[config.mk]
export PLATFORM = sky130hd
export DESIGN_NAME = ram16_arbiter
export DESIGN_NICKNAME = d
export VERILOG_FILES = /design/src/rtl/ram16_arbiter.sv
export SDC_FILE = /design/constraint.sdc
export NUM_CORES = 1
export LEC_CHECK = 0
export ABC_AREA = 1
export BUFFER_PORTS_ARGS = -buffer_cell sky130_fd_sc_hd__buf_2
export CELL_PAD_IN_SITES_DETAIL_PLACEMENT = 0
export CELL_PAD_IN_SITES_GLOBAL_PLACEMENT = 1
export CORE_UTILIZATION = 30
export DETAILED_ROUTE_END_ITERATION = 6
export GPL_ROUTABILITY_DRIVEN = 0
export GPL_TIMING_DRIVEN = 0
export PLACE_DENSITY_LB_ADDON = 0.1
export SETUP_SLACK_MARGIN = 0.3
export SLEW_MARGIN = 10
export SYNTH_ARGS = -nofsm -noshare
export SYNTH_HDL_FRONTEND = slang
export SYNTH_SLANG_ARGS = --single-unit
[constraint.sdc]
create_clock -name clk -period 4.69 [get_ports clk]
set_input_delay 0.938 -clock clk [delete_from_list [all_inputs] [get_ports clk]]
set_output_delay 0.938 -clock clk [all_outputs]
set_load 0.02 [all_outputs]
[src/rtl/ram16_arbiter.sv]
// Two-requester arbiter/sequencer for a 16x32 single-port RAM with sync write and comb read.
// Optional post-reset clear sweep enabled by defining RAM16_CLEAR_EN.
module ram16_arbiter #(
  parameter int unsigned ARB_MODE    = 0,
  parameter logic [31:0] CLEAR_VALUE = 32'h0000_0000
) (
  input  logic        clk,
  input  logic        rst,
  input  logic        m0_req,
  input  logic        m0_we,
  input  logic [3:0]  m0_addr,
  input  logic [31:0] m0_wdata,
  output logic        m0_gnt,
  output logic        m0_rvalid,
  output logic [31:0] m0_rdata,
  input  logic        m1_req,
  input  logic        m1_we,
  input  logic [3:0]  m1_addr,
  input  logic [31:0] m1_wdata,
  output logic        m1_gnt,
  output logic        m1_rvalid,
  output logic [31:0] m1_rdata,
  output logic [3:0]  ram_ad,
  output logic [31:0] ram_di,
  output logic        ram_wre,
  input  logic [31:0] ram_dout,
  output logic        busy
);

  typedef enum logic {CLEAR, RUN} state_t;

`ifdef RAM16_CLEAR_EN
  localparam state_t START_STATE = CLEAR;
`else
  localparam state_t START_STATE = RUN;
`endif

  state_t      state;
  logic [3:0]  clr_cnt;
  logic        last_gnt;   // 0 = m0 was granted last, 1 = m1
  logic [3:0]  ad_q;
  logic [31:0] di_q;
  logic        run;
  logic        sweep;
  logic        sel0;
  logic        sel1;

  always_comb begin
    run   = !rst && (state == RUN);
    sweep = !rst && (state == CLEAR);
    sel0  = 1'b0;
    sel1  = 1'b0;
    if (run) begin
      if (m0_req && m1_req) begin
        if (ARB_MODE == 1 || last_gnt) sel0 = 1'b1;
        else                           sel1 = 1'b1;
      end else begin
        sel0 = m0_req;
        sel1 = m1_req;
      end
    end
  end

  // RAM port follows the winner; with no access it keeps the last driven address/data.
  always_comb begin
    m0_gnt  = sel0;
    m1_gnt  = sel1;
    ram_wre = 1'b0;
    ram_ad  = ad_q;
    ram_di  = di_q;
    if (rst) begin
      ram_ad = '0;
      ram_di = '0;
    end else if (sweep) begin
      ram_ad  = clr_cnt;
      ram_di  = CLEAR_VALUE;
      ram_wre = 1'b1;
    end else if (sel0) begin
      ram_ad  = m0_addr;
      ram_di  = m0_wdata;
      ram_wre = m0_we;
    end else if (sel1) begin
      ram_ad  = m1_addr;
      ram_di  = m1_wdata;
      ram_wre = m1_we;
    end
  end

`ifdef RAM16_CLEAR_EN
  always_comb busy = (state == CLEAR);
`else
  always_comb busy = 1'b0;
`endif

  always_ff @(posedge clk or posedge rst) begin
    if (rst) begin
      state     <= START_STATE;
      clr_cnt   <= '0;
      last_gnt  <= 1'b1;
      ad_q      <= '0;
      di_q      <= '0;
      m0_rvalid <= 1'b0;
      m1_rvalid <= 1'b0;
      m0_rdata  <= '0;
      m1_rdata  <= '0;
    end else begin
      m0_rvalid <= 1'b0;
      m1_rvalid <= 1'b0;
      case (state)
        CLEAR: begin
          ad_q    <= clr_cnt;
          di_q    <= CLEAR_VALUE;
          clr_cnt <= clr_cnt + 4'd1;
          if (clr_cnt == 4'hF) state <= RUN;
        end
        default: begin
          if (sel0) begin
            last_gnt <= 1'b0;
            ad_q     <= m0_addr;
            di_q     <= m0_wdata;
            if (!m0_we) begin
              m0_rdata  <= ram_dout;
              m0_rvalid <= 1'b1;
            end
          end else if (sel1) begin
            last_gnt <= 1'b1;
            ad_q     <= m1_addr;
            di_q     <= m1_wdata;
            if (!m1_we) begin
              m1_rdata  <= ram_dout;
              m1_rvalid <= 1'b1;
            end
          end
        end
      endcase
    end
  end

endmodule
Yosys cells after proc, flatten, opt, wreduce, memory -nomap -nowiden --
Cells that the tools add are included.
Word-level totals: register bits 108
Cells by class: add/sub/neg operators 1, equal/unequal tests 1, muxes and demuxes 31, bitwise operators 4, reduce and logical (&&, ||, !) cells 8
Operators by type and width (number):
- $mux W32 | 5
- $mux W1 | 21
- $mux W4 | 5
- $add A4 B1 Y4 const B | 1
- $eq A4 B4 Y1 const B | 1
- $not A1 Y1 | 4
- $reduce_and A4 Y1 | 1
- $logic_and A1 B1 Y1 | 3
- $reduce_and A3 Y1 | 1
- $reduce_and A2 Y1 | 1
- $reduce_bool A2 Y1 | 1
- $logic_not A1 Y1 | 1

Logic depth before layout (Yosys ltp) --
Gate-level depths: netlist (run 1).
word-level depth 7, gate-level depth with buffers 9

Least setup slack after synthesis (run 1) --
Ideal clock, no wire load.
kind input-to-output, from input port rst, to output port ram_ad[0], arrival time 4.380 ns, data required time 3.752 ns, setup slack -0.628 ns, stages 7, buffers on the path 0, cell sequence inv_1 -> nand3_1 -> nor2_1 -> a21oi_1 -> nand2_1 -> nand2_1 -> nor2_1
On the way: elaborated cells between the ends (all ways) 9
RTL lines:
- from (decl) | RTL line 8 | input logic rst,
- $logic_not A1 Y1 (no source line)
- $logic_and A1 B1 Y1 | RTL line 49 | run = !rst && (state == RUN);
- $mux W1 | RTL line 53 | if (run) begin
- named net m0_gnt | RTL line 13 | output logic m0_gnt,
- $mux W4
- $mux W4 | RTL line 74 | end else if (sweep) begin
- $mux W4 | RTL line 71 | if (rst) begin
- to (decl) | RTL line 23 | output logic [3:0] ram_ad,
The timed path passes the listed nets, and every way through them passes these cells.

Worst setup path after layout (run 1) --
from input port rst, to output port ram_ad[0]
On the way: cells in the longest elaborated chain, start to end 7, elaborated cells between the ends (all ways) 9
Ends and longest elaborated chain:
- $logic_not A1 Y1 (no source line)
- $logic_and A1 B1 Y1 | RTL line 49
- $mux W1 | RTL line 53
- $mux W4 | RTL line 82 | end else if (sel1) begin
- $mux W4
- $mux W4 | RTL line 74
- $mux W4 * | RTL line 71
Mark *: on every way between the ends. The rest lies on a longest branch, timed or not.

==> metrics.txt, run 1 <==
Synth Instances between 600 and 700; most frequent cell after synthesis nand2_1; largest net degree at the start of global routing 37; pins over their slew limit 0; post-CTS setup repair buffer count 0; Place WS 1.11 ns; # nets final about 970; total track usage 0.174; CTS tree yes; syn_area_per_cell a little under 8 µm²; register clock-pin slew on the reported worst setup and hold paths around 0.080 ns; Num CTS Buffers 9; sequential fraction of the synthesis area 0.546; largest area contributor in the netlist dfrtp_1; port bufs 214; register-to-register setup slack 2.71 ns; # IOs 216; area occupied by multi-input gates 1770 µm²; Worst Hold Launch m0_rdata[8]; overall power 2.88 mW; clock skew approximately 0.011 ns; Netlist cell types 24; CTS Sinks 108; Die Height 130 µm; crit end category primary output; Arrival @ worst endpoint ~2.6 ns; htree depth 3; Vias/cell ~4.3; hold path depth 2; DRC Markers 0; Worst Reg-to-Reg Cells 8; initial antenna violation count 2; Hold Crit Class reg2reg; VDD IR max 0.202 mV; row count 46; Initial Util 0.310; area grow syn2layout 35.2%; Resized cells post-CTS 0; Synth area leaders dfrtp_1 54%, nand2_1 14%, nor2_1 8.0%; Root Driver clkbuf_16; Pre-antenna DRT Iters 4; synthesized area 4950 µm²; PwrDens 430 nW/µm²; Wirelength per Cell 13.4 µm; CP Launch Point rst; Detail Route Antenna Nets 0; Yosys reg bits 108; DIE WIDTH 130 µm; worst-skew pair later-pin latency 0.36 ns; fill cell count around 1700; first-pass GRT wire length between 20 and 25 mm; setup violators final 0; DRC violation total after the first TritonRoute iteration 108; YS warnings 0; Synth top area share 0.535; die area around 17000 µm²; Syn Nets 746; setup ws final 1.18 ns; # hold bufs at CTS 0; CP Launch Type input port; status finished, final reports clean; asr flop ratio synth 1.00; Max Cap Viol 0; period utilisation layout 0.748; final design utilization 0.418; Worst EP required 3.75 ns; FF+latch area roughly 2700 µm²; final WL 14.5 mm; EDFF count, synth 0; final hold vios 0; GR Overflow Total 0; clock period minus worst slack between 3 and 4 ns; DR vias 4646; dpl hpwl 11.0 mm; synth cell count leaders 185 x nand2_1, 106 x dfrtp_1, 105 x nor2_1; CP max FO 23; Worst R2R Start state; placeable core area 16000 µm²; Rel. slew slack 0.591; slew of the pin with the lowest slew margin a little over 0.6 ns; layout cells sized above 1 0.302; hold slack 0.485 ns; critical path type in2out; vias in the first global route 4518; Pleak 3.88 nW; fmax around 0.28 GHz; ys flop type dfrtp_1; setup repair after global routing missed its margin no; Max Buffers Root-to-Sink 2
-- layer usage --
| metal | vias to the layer above | GRT usage | part of all wire |
|---|---|---|---|
| met1 | 2080 | 0.217 | 0.45 |
| met4 | 2 | 0.0696 | 0.017 |
| met3 | 17 | 0.0428 | 0.067 |
| met5 | - | 0 | 0.00090 |
| met2 | 154 | 0.288 | 0.46 |
| li1 | 2393 | - | - |
-- flip-flops by register name, summed over array words and instances, names as in the netlist --
register,flops
m1_rvalid,1
state,1
last_gnt,1
clr_cnt,4
ad_q,4
di_q,32
m0_rvalid,1
m1_rdata,32
m0_rdata,32
-- final cells by class --
cell class	instances	area share
Sequential cell	108	0.404
Multi-Input combinational cell	413	0.264
Timing Repair Buffer	217	0.169
Inverter	77	0.0437
Tap cell	216	0.0404
Clock buffer	10	0.0357
Buffer	37	0.0290
Clock inverter	6	0.0142
Antenna cell	1	0.000374
-- cell families after synthesis --
kind of cell	count (synthesis)	synth area share
AOI/OAI and AO/OA	71	0.0740
DFF	108	0.546
buffers and inverters	114	0.0975
adders and majority gates	1	0.00253
other	1	0.000757
and+or+nand+nor	338	0.276
xor gates and xnor gates	2	0.00354
-- critical path: stages --
cell	delay, ns
buf_2	0.17
clkinvlp_4	0.45
buf_12	0.35
nand3_1	0.08
nor2_1	0.08
a21oi_1	0.13
nand2_1	0.07
nand2_1	0.07
nor2_1	0.04
buf_2	0.18
-- where the power goes --
| group | internal [mW] | switching (mW) |
|---|---|---|
| clock | 0.490 | 0.360 |
| combinational | 0.292 | 0.540 |
| sequential | 1.12 | 0.0795 |
-- cells in the final DEF, fill, tap and decap left out --
| cell | instances |
|---|---|
| a21oi_1 | 6 |
| buf_1 | 3 |
| buf_12 | 3 |
| buf_2 | 228 |
| buf_4 | 2 |
| buf_6 | 4 |
| bufinv_16 | 2 |
| clkbuf_1 | 14 |
| clkbuf_16 | 9 |
| clkbuf_8 | 1 |
| clkinv_1 | 1 |
| clkinv_2 | 1 |
| clkinvlp_4 | 2 |
| conb_1 | 1 |
| dfrtp_1 | 106 |
| dfstp_2 | 2 |
| diode_2 | 1 |
| ha_1 | 1 |
| inv_1 | 74 |
| inv_2 | 1 |
| inv_8 | 2 |
| nand2_1 | 185 |
| nand3_1 | 39 |
| nand3_4 | 1 |
| nand4_1 | 5 |
| nor2_1 | 105 |
| nor2_8 | 1 |
| o21ai_0 | 7 |
| o21ai_1 | 55 |
| o21ai_2 | 3 |
| or2_1 | 2 |
| xor2_1 | 2 |
-- metrics by stage --
stage | setup TNS, ns | instance area (µm²) | instances
6_report | 0 | 6700 | 1085
5_1_grt | 0 | 6700 | 1085
4_1_cts | 0 | 6690 | 1084
3_5_place_dp | 0 | 6360 | 1068
3_3_place_gp | -1.10 | 6300 | 1065
2_1_floorplan | 0 | 4960 | 635
-- final timing paths --
path | endpoint
setup reg to reg | m0_rdata[1]
min in group asynchronous | di_q[10]
hold reg to reg | m0_rdata[8]
max in group asynchronous | di_q[0]
setup / recovery | ram_ad[0]
hold / removal | m0_rdata[8]
No activity file was read; power rests on OpenSTA's default activity.
==> run 2, diff against run 1 <==
==> constraint.sdc (replaced) <==
create_clock -name clk -period 3 [get_ports clk]
set_input_delay 0.6 -clock clk [delete_from_list [all_inputs] [get_ports clk]]
set_output_delay 0.6 -clock clk [all_outputs]
set_load 0.02 [all_outputs]
==> metrics.txt, run 2 (synthesis results as in run 1) <==
fill cell count 1740 (+1.8%); largest net degree at the start of global routing 34 (-8.1%); Top delay family on crit path flip-flops; crit end category primary output; top flop regs di_q x32, m0_rdata x32, m1_rdata x32; Die Height 130 µm (unchanged); Max Buffers Root-to-Sink 2 (unchanged); PwrDens 639 nW/µm² (+48%); DR vias 4755 (+2.3%); CTS tree yes; most common cell after layout, fill and taps aside buf_2; placeable core area 16000 µm² (unchanged); Detail Route Antenna Nets 0 (unchanged); Vias/cell 4.31 (+0.77%); # nets final 992 (+1.8%); CP max stage cell dfstp_2; slew of the pin with the lowest slew margin 0.522 ns (-0.0919 ns); Place WS 0.164 ns (-0.951 ns); VDD IR max 0.296 mV (+47%); register clock-pin slew on the reported worst setup and hold paths 0.08 ns (about the same); most frequent cells in the layout 204 x buf_2, 177 x nand2_1, 106 x dfrtp_1; clock period minus worst slack between 2 and 3 ns; DRC Markers 0 (unchanged); port bufs 214 (unchanged); Initial Util 0.310 (unchanged); setup violators final 0 (unchanged); worst-skew pair later-pin latency 0.35 ns (about the same); Rel. slew slack 0.652 (+0.0612); row count 46 (unchanged); ant diodes 0 (-1); die area 17000 µm² (unchanged); Wirelength per Cell 13.5 µm (+1.4%); final design utilization 0.436 (+0.0177); Setup TNS 0 ns (unchanged); first-pass GRT wire length 23.3 mm (+3.3%); Arrival @ worst endpoint 2.04 ns (-0.53 ns); critical path type reg2out; Worst EP required 2.40 ns (-1.35 ns); Num CTS Buffers 9 (unchanged); Root Driver clkbuf_16; Pleak 4.01 nW (+3.4%); # IOs 216 (unchanged); CP max FO 6 (-74%); fmax 0.378 GHz; setup ws final 0.357 ns (-0.824 ns); htree depth 3 (unchanged); vias in the first global route 4712 (+4.3%); final hold vios 0 (unchanged); DIE WIDTH 130 µm (unchanged); area grow syn2layout 40.9%; post-route insts no fill 1102 (+1.6%); GR Overflow Total 0 (unchanged); dpl hpwl 11.1 mm (+0.55%); clock skew 0.00947 ns (-0.00188 ns); Hold Crit Class in2async; pins over their slew limit 0 (unchanged); overall power 4.46 mW (+55%); layout cells sized above 1 0.340 (+0.0379); Max Cap Viol 0 (unchanged); CP Launch Type flop; total track usage 0.178 (+0.00402); setup repair after global routing missed its margin yes; Buf/Inv on CP 4 (unchanged); worst path cell trace clkinv_4 > nor2_8 > nand3_4 > buf_8 > buf_4 > nand2_1 > nand3_1 > nand2_1 > a21oi_1 > buf_4; final WL 14.9 mm (+3.0%); CTS Sinks 108 (unchanged); period utilisation layout 0.881; Pre-antenna DRT Iters 4 (unchanged); DRC violation total after the first TritonRoute iteration 119 (+10%); # hold bufs at CTS 0 (unchanged); initial antenna violation count 0 (-2); Crit path largest cell delay 0.56 ns (+0.11 ns); status finished, final reports clean; placed insts 1068 (unchanged)
run 2: cell count changes in the layout (fill, tap and decap cells not counted), sizes merged:
cell	delta
clkinv	+2
nand3	+1
diode	-1
bufinv	-2
buf	+22
clkbuf	-5
run 2: tightest hold or removal path, stage by stage:
cell and delay [ns]:
buf_2 0.15, clkinvlp_4 0.10, buf_12 0.20
run 2: path summary, 6_finish.rpt:
check,depth (start not counted),start,endpoint,slack [ns]
setup / recovery,10,state,ram_ad[1],0.36
hold reg to reg,2,m1_rdata[17],m1_rdata[17],0.49
max in group asynchronous,5,rst,state,1.95
setup reg to reg,8,state,m0_rdata[2],1.08
min in group clk,2,m1_rdata[17],m1_rdata[17],0.49
hold / removal,3,rst,m1_rdata[26],0.35
run 2: per-layer routing:
metal / vias up / share of wire / global-route usage
met2: 134 / 0.49 / 0.305
met1: 2181 / 0.43 / 0.220
met3: 11 / 0.067 / 0.0432
met5: - / 0 / 0
li1: 2429 / - / -
met4: 0 / 0.012 / 0.0548
run 2: area by class of cell:
cell class	instances	area [µm²]	share of cell area
clock buffers	10	239	0.0342
multi-input cells	414	1820	0.261
clock inverters	6	56.3	0.00807
plain buffers	37	280	0.0402
well taps	216	270	0.0387
inverters	77	303	0.0434
repair buffers	234	1310	0.187
flip-flops and latches	108	2710	0.388
run 2: per-stage QoR:
stage,hold slack (ns),cell area [µm²]
floorplan,0.483,4960
CTS,0.338,6710
global route,0.352,6980
finish,0.347,6980
global placement,0.465,6300
detailed placement,0.472,6360
run 2: power by group:
group | internal [mW] | switching (mW) | leakage, nW
Combinational | 0.538 | 0.866 | 2.55
Clock | 0.603 | 0.566 | 0.143
Sequential | 1.75 | 0.131 | 1.32
Total | 2.89 | 1.56 | 4.01
run 2: what timing repair did:
item | CTS | global route
resized for setup | 15 | 71
pin swaps | 0 | 15
gates cloned | 0 | 1
buffers inserted | 3 | 14
endpoints found under the setup margin | 37 | 36
==> run 3, diff against run 2 <==
==> constraint.sdc (replaced) <==
create_clock -name clk -period 2.7 [get_ports clk]
set_input_delay 0.54 -clock clk [delete_from_list [all_inputs] [get_ports clk]]
set_output_delay 0.54 -clock clk [all_outputs]
set_load 0.02 [all_outputs]
==> metrics.txt, run 3 (synthesis results as in run 1) <==
final hold vios 0 (unchanged); VDD IR max 0.329 mV (+11%); most frequent cells in the layout 186 x buf_2, 181 x nand2_1, 106 x dfrtp_1; Psw 1.75 mW (+12%); CP max FO 10 (+4); # IOs 216 (unchanged); DRC Markers 0 (unchanged); Root Driver clkbuf_16; pins over their slew limit 0 (unchanged); final WL 15.1 mm (+1.2%); setup repair after global routing missed its margin yes; Initial Util 0.310 (unchanged); CP max stage cell dfstp_2; worst-skew pair later-pin latency 0.35 ns (about the same); Gate power share 0.328 (+0.013); period utilisation layout 0.927; clock skew 0.0102 ns (+0.000720 ns); total track usage 0.182 (+0.00406); htree depth 3 (unchanged); worst path cell trace inv_6 > nor2_8 > nand3_4 > buf_6 > buf_8 > nand3_1 > nand2_1 > nor2_1 > buf_4; CTS Sinks 108 (unchanged); Clock power frac 0.258 (-0.004); Pint 3.29 mW (+14%); register clock-pin slew on the reported worst setup and hold paths 0.08 ns (about the same); Hold Crit Class in2async; Num CTS Buffers 9 (unchanged); layout cells sized above 1 0.348 (+0.00872); crit end category primary output; CP Launch Type flop; final design utilization 0.451 (+0.0146); ant diodes 0 (unchanged); GR Overflow Total 0 (unchanged); overall power 5.04 mW (+13%); FF+latch area 2710 µm² (unchanged); Rel. slew slack 0.647 (-0.00553); Max Buffers Root-to-Sink 2 (unchanged); Pre-antenna DRT Iters 4 (unchanged); port bufs 214 (unchanged); # nets final 1010 (+1.8%); critical path type reg2out; initial antenna violation count 0 (unchanged); largest net degree at the start of global routing 34 (unchanged); die area 17000 µm² (unchanged); Switching Fraction 0.347 (-0.00363); hold slack 0.285 ns (-0.0621 ns); DR vias 4840 (+1.8%); DRC violation total after the first TritonRoute iteration 132 (+11%); setup violators final 0 (unchanged); placeable core area 16000 µm² (unchanged); DP Area 6360 µm² (unchanged); PwrDens 699 nW/µm² (+9.5%); first-pass GRT wire length 23.9 mm (+2.4%); vias in the first global route 4869 (+3.3%); CTS tree yes; Place WS -0.0164 ns (-0.180 ns); Max Cap Viol 0 (unchanged); Crit path largest cell delay 0.57 ns (about the same); status finished, final reports clean; most common cell after layout, fill and taps aside buf_2; area occupied by multi-input gates 1800 µm² (-0.96%); top flop regs di_q x32, m0_rdata x32, m1_rdata x32; final std cell area, no fill 7210 µm² (+3.4%); DIE WIDTH 130 µm (unchanged); Pleak 4.14 nW (+3.1%); Arrival @ worst endpoint 1.96 ns (-0.08 ns); Setup TNS 0 ns (unchanged); area grow syn2layout 45.6%; Vias/cell 4.32 (+0.15%); Detail Route Antenna Nets 0 (unchanged); clock period minus worst slack 2.50 ns; fill cell count 1715 (-1.4%); Reg power frac 0.414 (-0.009); post-route insts no fill 1120 (+1.6%); slew of the pin with the lowest slew margin 0.530 ns (+0.00830 ns); placed insts 1068 (unchanged); Die Height 130 µm (unchanged); row count 46 (unchanged); Wirelength per Cell 13.5 µm (-0.45%); setup ws final 0.197 ns (-0.160 ns); Worst EP required 2.16 ns (-0.24 ns); fmax 0.399 GHz; dpl hpwl 11.1 mm (unchanged)
==> run 3: worst paths after layout <==
kind / start / end / slack, ns / cells past startpoint
hold reg to reg: m1_rdata[17] / m1_rdata[17] / 0.49 / 2
max in group asynchronous: rst / state / 1.71 / 5
setup reg to reg: state / di_q[1] / 0.26 / 18
min in group clk: ram_dout[6] / m1_rdata[6] / 0.44 / 3
hold / removal: rst / m1_rdata[26] / 0.29 / 3
setup / recovery: state / ram_di[18] / 0.20 / 9
==> run 3: worst max-delay path, delay by kind of cell (launching register included) <==
kind | cells | cell delay [ns]
buffers and inverters | 4 | 0.53
flip-flops | 1 | 0.57
AND/OR/NAND/NOR | 5 | 0.53
==> run 3: final cells by class <==
cell class,count,area share
clock inverter,6,0.00781
timing repair buffer,253,0.212
tap,216,0.0375
sequential,108,0.375
clock buffer,10,0.0331
multi-input combinational,413,0.250
buffer,37,0.0434
inverter,77,0.0416
==> run 3: repair_timing <==
action,CTS,global route
gates resized for setup,62,29
endpoints found under the setup margin,39,38
gates cloned,0,2
pin swaps,5,5
setup buffers,26,8
hold buffers,0,0
==> run 3: metal layers <==
layer,global-route usage,share of wire,up-vias
li1,-,-,2464
met1,0.223,0.43,2208
met2,0.313,0.49,149
met3,0.0440,0.067,19
met4,0.0602,0.018,0
met5,0,0,-
==> run 3: power groups by stage <==
| stage | registers, mW | clock network (mW) | logic [mW] |
|---|---|---|---|
| after floorplan | 2.38 | 0 | 0.651 |
| after global placement | 2.11 | 0 | 1.44 |
| after detailed placement | 2.12 | 0 | 1.47 |
| after CTS | 2.09 | 1.35 | 1.60 |
| after global routing | 2.13 | 1.41 | 1.84 |
| final | 2.09 | 1.30 | 1.65 |
